<file path="src/rtl/vram_arbiter.sv">
// Slot-based VRAM arbiter: video owns phases 0/4 while displaying, CPU and DMA share the rest.
// Optional DMA requester compiled in with `define VRAM_ARB_DMA_EN.
module vram_arbiter #(
  parameter int ADDR_W = 19,
  parameter int DATA_W = 16
) (
  input  logic              clk_sys,
  input  logic              reset,
  input  logic              ce_6mp,
  input  logic              vid_active,
  input  logic [ADDR_W-1:0] vid_addr0,
  input  logic [ADDR_W-1:0] vid_addr1,
  output logic [DATA_W-1:0] vid_data0,
  output logic [DATA_W-1:0] vid_data1,
  input  logic              cpu_req,
  input  logic              cpu_we,
  input  logic [ADDR_W-1:0] cpu_addr,
  input  logic [DATA_W-1:0] cpu_wdata,
  output logic              cpu_ack,
  output logic [DATA_W-1:0] cpu_rdata,
  output logic              cpu_wait,
  input  logic              dma_req,
  input  logic              dma_we,
  input  logic [ADDR_W-1:0] dma_addr,
  input  logic [DATA_W-1:0] dma_wdata,
  output logic              dma_ack,
  output logic [DATA_W-1:0] dma_rdata,
  output logic              ram_cs,
  output logic              ram_we,
  output logic [ADDR_W-1:0] ram_addr,
  output logic [DATA_W-1:0] ram_din,
  input  logic [DATA_W-1:0] ram_dout,
  output logic [2:0]        phase
);

  typedef enum logic [1:0] {OWN_VID0, OWN_VID1, OWN_CPU, OWN_DMA} owner_t;
  // The ce_6mp cycle seen in IDLE is the issue cycle; RETURN is the cycle ram_dout is valid.
  typedef enum logic {IDLE, RETURN} state_t;

  state_t              state;
  owner_t              owner_p0, owner_p1;
  logic                issue_p0, we_p0, we_p1;
  logic [ADDR_W-1:0]   addr_p0;
  logic [DATA_W-1:0]   din_p0;
  logic                cpu_pend, dma_pend, vid_slot, prefer_dma;
  logic                cpu_ack_p1;
  logic [DATA_W-1:0]   cpu_rdata_q;

`ifdef VRAM_ARB_DMA_EN
  logic                dma_ack_p1;
  logic [DATA_W-1:0]   dma_rdata_q;
  assign dma_ack   = dma_ack_p1 & ~reset;
  assign dma_rdata = (dma_ack && !we_p1) ? ram_dout : dma_rdata_q;
  assign dma_pend  = dma_req & ~dma_ack;
`else
  logic dma_unused;
  assign dma_unused = ^{dma_req, dma_we, dma_addr, dma_wdata};
  assign dma_ack    = 1'b0;
  assign dma_rdata  = '0;
  assign dma_pend   = 1'b0;
`endif

  assign cpu_ack   = cpu_ack_p1 & ~reset;
  assign cpu_wait  = cpu_req & ~cpu_ack;
  assign cpu_rdata = (cpu_ack && !we_p1) ? ram_dout : cpu_rdata_q;
  assign cpu_pend  = cpu_req & ~cpu_ack;
  assign vid_slot  = vid_active & (phase[1:0] == 2'b00);

  // p0: slot decision in the ce_6mp cycle
  always_comb begin
    issue_p0 = 1'b0;
    owner_p0 = OWN_CPU;
    addr_p0  = '0;
    we_p0    = 1'b0;
    din_p0   = '0;
    if (ce_6mp && !reset) begin
      if (vid_slot) begin
        issue_p0 = 1'b1;
        owner_p0 = phase[2] ? OWN_VID1 : OWN_VID0;
        addr_p0  = phase[2] ? vid_addr1 : vid_addr0;
      end else if (cpu_pend && !(dma_pend && prefer_dma)) begin
        issue_p0 = 1'b1;
        owner_p0 = OWN_CPU;
        addr_p0  = cpu_addr;
        we_p0    = cpu_we;
        din_p0   = cpu_wdata;
`ifdef VRAM_ARB_DMA_EN
      end else if (dma_pend) begin
        issue_p0 = 1'b1;
        owner_p0 = OWN_DMA;
        addr_p0  = dma_addr;
        we_p0    = dma_we;
        din_p0   = dma_wdata;
`endif
      end
    end
  end

  assign ram_cs   = issue_p0;
  assign ram_we   = we_p0;
  assign ram_addr = addr_p0;
  assign ram_din  = din_p0;

  // p1: owner registered, ack pulsed, returned data routed at the end of RETURN
  always_ff @(posedge clk_sys) begin
    if (reset) begin
      phase       <= 3'd0;
      state       <= IDLE;
      prefer_dma  <= 1'b0;
      cpu_ack_p1  <= 1'b0;
      cpu_rdata_q <= '0;
      vid_data0   <= '0;
      vid_data1   <= '0;
`ifdef VRAM_ARB_DMA_EN
      dma_ack_p1  <= 1'b0;
      dma_rdata_q <= '0;
`endif
    end else begin
      if (ce_6mp) phase <= phase + 3'd1;
      state      <= issue_p0 ? RETURN : IDLE;
      cpu_ack_p1 <= issue_p0 && (owner_p0 == OWN_CPU);
`ifdef VRAM_ARB_DMA_EN
      dma_ack_p1 <= issue_p0 && (owner_p0 == OWN_DMA);
`endif
      if (issue_p0) begin
        owner_p1 <= owner_p0;
        we_p1    <= we_p0;
        if (owner_p0 == OWN_CPU) prefer_dma <= 1'b1;
        if (owner_p0 == OWN_DMA) prefer_dma <= 1'b0;
      end
      if (state == RETURN) begin
        case (owner_p1)
          OWN_VID0: vid_data0 <= ram_dout;
          OWN_VID1: vid_data1 <= ram_dout;
          OWN_CPU:  if (!we_p1) cpu_rdata_q <= ram_dout;
`ifdef VRAM_ARB_DMA_EN
          OWN_DMA:  if (!we_p1) dma_rdata_q <= ram_dout;
`endif
          default: ;
        endcase
      end
    end
  end

endmodule
</file>
<file path="config.mk">
export PLATFORM = sky130hd
export DESIGN_NAME = vram_arbiter
export DESIGN_NICKNAME = d
export VERILOG_FILES = /design/src/rtl/vram_arbiter.sv
export SDC_FILE = /design/constraint.sdc
export NUM_CORES = 1
export LEC_CHECK = 0
export BUFFER_PORTS_ARGS = -buffer_cell sky130_fd_sc_hd__buf_4
export CAP_MARGIN = 10
export CORE_AREA = 2 2 91 93
export CTS_CLUSTER_DIAMETER = 150
export DETAILED_ROUTE_END_ITERATION = 8
export DIE_AREA = 0 0 93 95
export GPL_ROUTABILITY_DRIVEN = 0
export GPL_TIMING_DRIVEN = 1
export PLACE_DENSITY = 0.92
export SLEW_MARGIN = 20
export SYNTH_ARGS = -nofsm -noshare
export SYNTH_HDL_FRONTEND = slang
export SYNTH_SLANG_ARGS = --single-unit
</file>
<file path="constraint.sdc">
create_clock -name clk_sys -period 3.3 [get_ports clk_sys]
set_input_delay 0.165 -clock clk_sys [delete_from_list [all_inputs] [get_ports clk_sys]]
set_output_delay 0.165 -clock clk_sys [all_outputs]
set_load 0.01 [all_outputs]
</file>
### Yosys cells after proc, flatten, opt, wreduce, memory -nomap -nowiden

Cells that the tools add are included.

* output and inout port bits: 107
* logic and storage cells: 47
* register bits after elaboration: 56
* input bits: 132

* $add $sub $neg: 1
* bitwise gates (word level): 6
* multiplexer cells: 18
* reduce and logical (&&, ||, !) cells: 11
* equal/unequal tests: 3

Operators by type and width (count)
* two-way mux 19 bit: 4
* two-way mux 16 bit: 4
* two-way mux 1 bit: 8
* AND reduction 2 bit: 3
* == test 2 bit (second input constant): 2
* logical NOT 2 bit: 2
* two-way mux 2 bit: 2
* adder 3 x 1 -> 3 bit (second input constant): 1
* AND 1 bit: 3
* logical AND 1 bit: 3
* NOT 1 bit: 3
* AND reduction 3 bit: 1
* == test 2 x 1 -> 1 bit (second input constant): 1
* logical NOT 1 bit: 2

### Logic depth before layout (Yosys ltp)

* depth after elaboration: 8
* mapped depth: 5
* depth with buffers taken out: 5

### Least setup slack after synthesis

Ideal clock, no wire load.

* path kind: reg-to-output
* start point: register phase[0]
* end point: output port ram_addr[10]
* path slack: 1.736 ns
* arrival: 1.399 ns
* stages on the path, launching flop included: 6
* data required time: 3.135 ns
* buffers on the path: 1
* path through: dfxtp_1 inv_1 ha_1 nand2_1 clkbuf_1 a32o_1

* cells in the longest elaborated chain, start to end: 4

RTL lines
* start, declared: line 33 `output logic [2:0] phase`
* start signal, assigned: line 119 `if (ce_6mp) phase <= phase + 3'd1;`
* logical NOT 2 bit: line 67 `assign vid_slot = vid_active & (phase[1:0] == 2'b00);`
* AND 1 bit: line 67
* two-way mux 19 bit: line 77 `if (vid_slot) begin`
* two-way mux 19 bit: line 76 `if (ce_6mp && !reset) begin`
* end, declared: line 30 `output logic [ADDR_W-1:0] ram_addr,`

No other way between the ends.

### Worst setup path in the final report

* start point: register phase[0]
* end point: output port ram_we

* cells in the longest elaborated chain, start to end: 4

RTL lines
* logical NOT 2 bit: line 67
* AND 1 bit: line 67
* two-way mux 1 bit: line 77
* two-way mux 1 bit: line 76
* end, declared: line 29 `output logic ram_we,`

No other way between the ends.

==> summary.md <==
| Metric | Value |
|---|---|
| Status | completed |
| Share of cells above drive strength 1 | 0.491 |
| Area growth syn-to-layout | 44.7% |
| Via density | 4.87 |
| Post-Syn Area | 3210 um^2 |
| IO Count | 239 |
| Final wirelength | 9.05 mm |
| CTS H-tree depth | 2 |
| Initial Utilization | 0.405 |
| Worst Max-Slew Pin Slew | 1020 ps |
| CTS tree | built |
| R2R Setup Slk | 1330 ps |
| Drt drc | 0 |
| Final Critical Period | 2360 ps |
| Antenna fix cells | 0 |
| Hold_buf cts | 0 |
| Fin area | 4640 um^2 |
| Final ANT Viol Nets | 0 |
| Register area share after synthesis | 0.359 |
| Std-Cell Rows | 33 |
| Distinct cells, synth | 30 |
| PortBufs | 184 |
| CP required | 3130 ps |
| Post_cts resized | 0 |
| Worst min-delay path class | primary input to flop |
| Vias in the first global route | 2808 |
| Finished Layout Cells | 584 |
| Maxcap violations | 0 |
| Worst EP arrival | 2200 ps |
| Clock Tree Root | clkbuf_8 |
| Syn_area_per_cell | 10.3 um^2 |
| CP endpoint kind | primary output |
| Die extent in x | 93 um |
| Period Utilization, post-route | 0.716 |
| Post-Synthesis Cells | 311 |
| Fmax | 423 MHz |
| P per Cell Area | 298 nW/um^2 |
| Startpoint Class | flop |
| Multi-input gate area in the final layout | 1850 um^2 |
| Final nets | 612 |
| Worst relative slew slack | 0.317 |
| Placed cell areas | 4550 um^2 |
| Worst-path maximum fanout | 37 |
| First-pass GRT wire length | 13.8 mm |
| DR vias | 2842 |
| Total leakage power | 2.34 nW |
| GRT Total Usage | 0.197 |
| Pwr Total | 1.38 mW |
| Sink Count | 56 |
| Clock skew | 6.71 ps |
| Num CTS Buffers | 5 |
| Largest net degree at the start of global routing | 72 |
| CP Class | flop to primary output |
| Clk slew on worst S/H paths | 100 ps |
| Slew Viols, Final | 0 |
| Routed wire per std cell | 15.5 um |
| Die Area | 8840 um^2 |
| Final setup viols | 0 |
| Initial antenna violation count | 0 |
| Worst-Skew Late Latency | 310 ps |
| Congestion Overflow GR | 0 |
| Setup TNS | 0 ps |
| FF+latch area | 1150 um^2 |
| Filler cell count in the final layout | 666 |
| Cell total after placement | 576 |
| Maximum vdd ir drop | 141 uV |
| YS warnings | 0 |
| 1st-pass router iterations | 4 |
| Die H | 95 um |
| Final hold vios | 0 |
| Max Root-Sink Buffers | 2 |
| Initial DRC Count | 53 |
| Total setup buffers inserted after CTS | 0 |
| Unrepaired setup endpoints after global routing | false |
| Core area | 7930 um^2 |
| Yosys reg bits | 56 |
| Post-DP HPWL | 7.08 mm |
metal layers:
layer,track usage,share of wire,vias up
li1,-,-,1392
met1,0.227,0.40,1309
met2,0.371,0.52,129
met3,0.0311,0.066,12
met4,0.0625,0.018,0
met5,0,0,-
logic make-up (layout without fill, tap and decap cells):
logic type,Yosys count,after routing,share of synthesized area
multiplexers,84,84,0.276
AND/OR/NAND/NOR,100,100,0.204
AO/OA/AOI/OAI,21,21,0.0640
adder cells (fa/ha/maj),2,2,0.00780
flip-flops,56,56,0.359
other,1,17,0.00117
buffers and inverters,46,198,0.0854
XOR/XNOR,1,1,0.00273
critical path, stage by stage, from the launching register on:
cell and delay [ps]:
dfxtp_1 420, inv_1 70, ha_1 210, nand2_1 750
and3_1 300, buf_4 130
path summary, 6_finish.rpt:
kind | from | end | cells after the start
max | phase[0] | ram_we | 5
min | ram_dout[4] | vid_data1[4] | 3
max reg2reg | phase[0] | we_p1 | 5
min reg2reg | cpu_rdata_q[2] | cpu_rdata_q[2] | 2
Yosys cell counts:
cell type	count	area, um^2
xnor2_1	1	8.76
nor2b_1	2	12.5
clkbuf_2	2	10.0
mux2_2	35	394
nor4bb_1	1	10.0
a32o_1	19	190
and4b_1	1	10.0
nand4bb_1	1	11.3
buf_2	10	50.1
a21bo_2	1	10.0
edfxtp_1	3	90.1
buf_4	19	143
nor3b_1	1	7.51
inv_1	3	11.3
and3_1	17	106
and4bb_2	1	12.5
nor3b_4	1	18.8
mux2i_1	49	490
nand3b_1	2	15.0
nand2b_1	67	419
or3b_2	1	8.76
ha_1	2	25.0
dfxtp_1	53	1060
and2_1	2	12.5
clkbuf_1	10	37.5
conb_1	1	3.75
a21oi_1	1	5.00
buf_6	2	22.5
nand2_1	1	3.75
nor2_1	2	7.51
placed cells by master, fill, tap and decap left out:
master	n
buf_4	186
nand2b_1	67
dfxtp_1	53
mux2i_1	49
mux2_2	35
a32o_1	19
and3_1	17
conb_1	17
clkbuf_8	5
inv_1	3
edfxtp_1	3
nor2b_1	2
and2_1	2
nand3b_1	2
nor2_1	2
ha_1	2
and4bb_2	1
nand2_1	1
and4b_1	1
nor3b_4	1
nor4bb_1	1
nor3b_2	1
or3b_2	1
a21bo_2	1
a21oi_1	1
nand4bb_1	1
xnor2_1	1
inv_6	1
clkinv_2	1
clkinvlp_4	1
buf_8	1
where the power goes:
group | switching (mW) | internal, mW | total (mW)
Sequential | 0.0126 | 0.696 | 0.709
Combinational | 0.125 | 0.169 | 0.294
Clock | 0.230 | 0.151 | 0.381
Total | 0.367 | 1.02 | 1.38
state kept, by name, summed over array words and instances (netlist names):
| name | flops |
|---|---|
| phase | 3 |
| cpu_ack_p1 | 1 |
| owner_p1 | 2 |
| state | 1 |
| vid_data1 | 16 |
| we_p1 | 1 |
| cpu_rdata_q | 16 |
| vid_data0 | 16 |
per-stage QoR:
step	hold slack [ps]	setup WS [ps]	utilization
after floorplan	302	1740	-
after global placement	458	1230	0.572
after global routing	163	720	0.586
final	164	937	0.586
after detailed placement	467	1230	0.574
after CTS	158	937	0.586
cell type report:
| type | instances | share of cell area |
|---|---|---|
| Multi-Input combinational cell | 225 | 0.398 |
| Timing Repair Buffer | 187 | 0.304 |
| Sequential cell | 56 | 0.248 |
| Tap cell | 105 | 0.0283 |
| Clock buffer | 5 | 0.0148 |
| Clock inverter | 3 | 0.00458 |
| Inverter | 3 | 0.00243 |
Power figures use the tool's default switching activity.
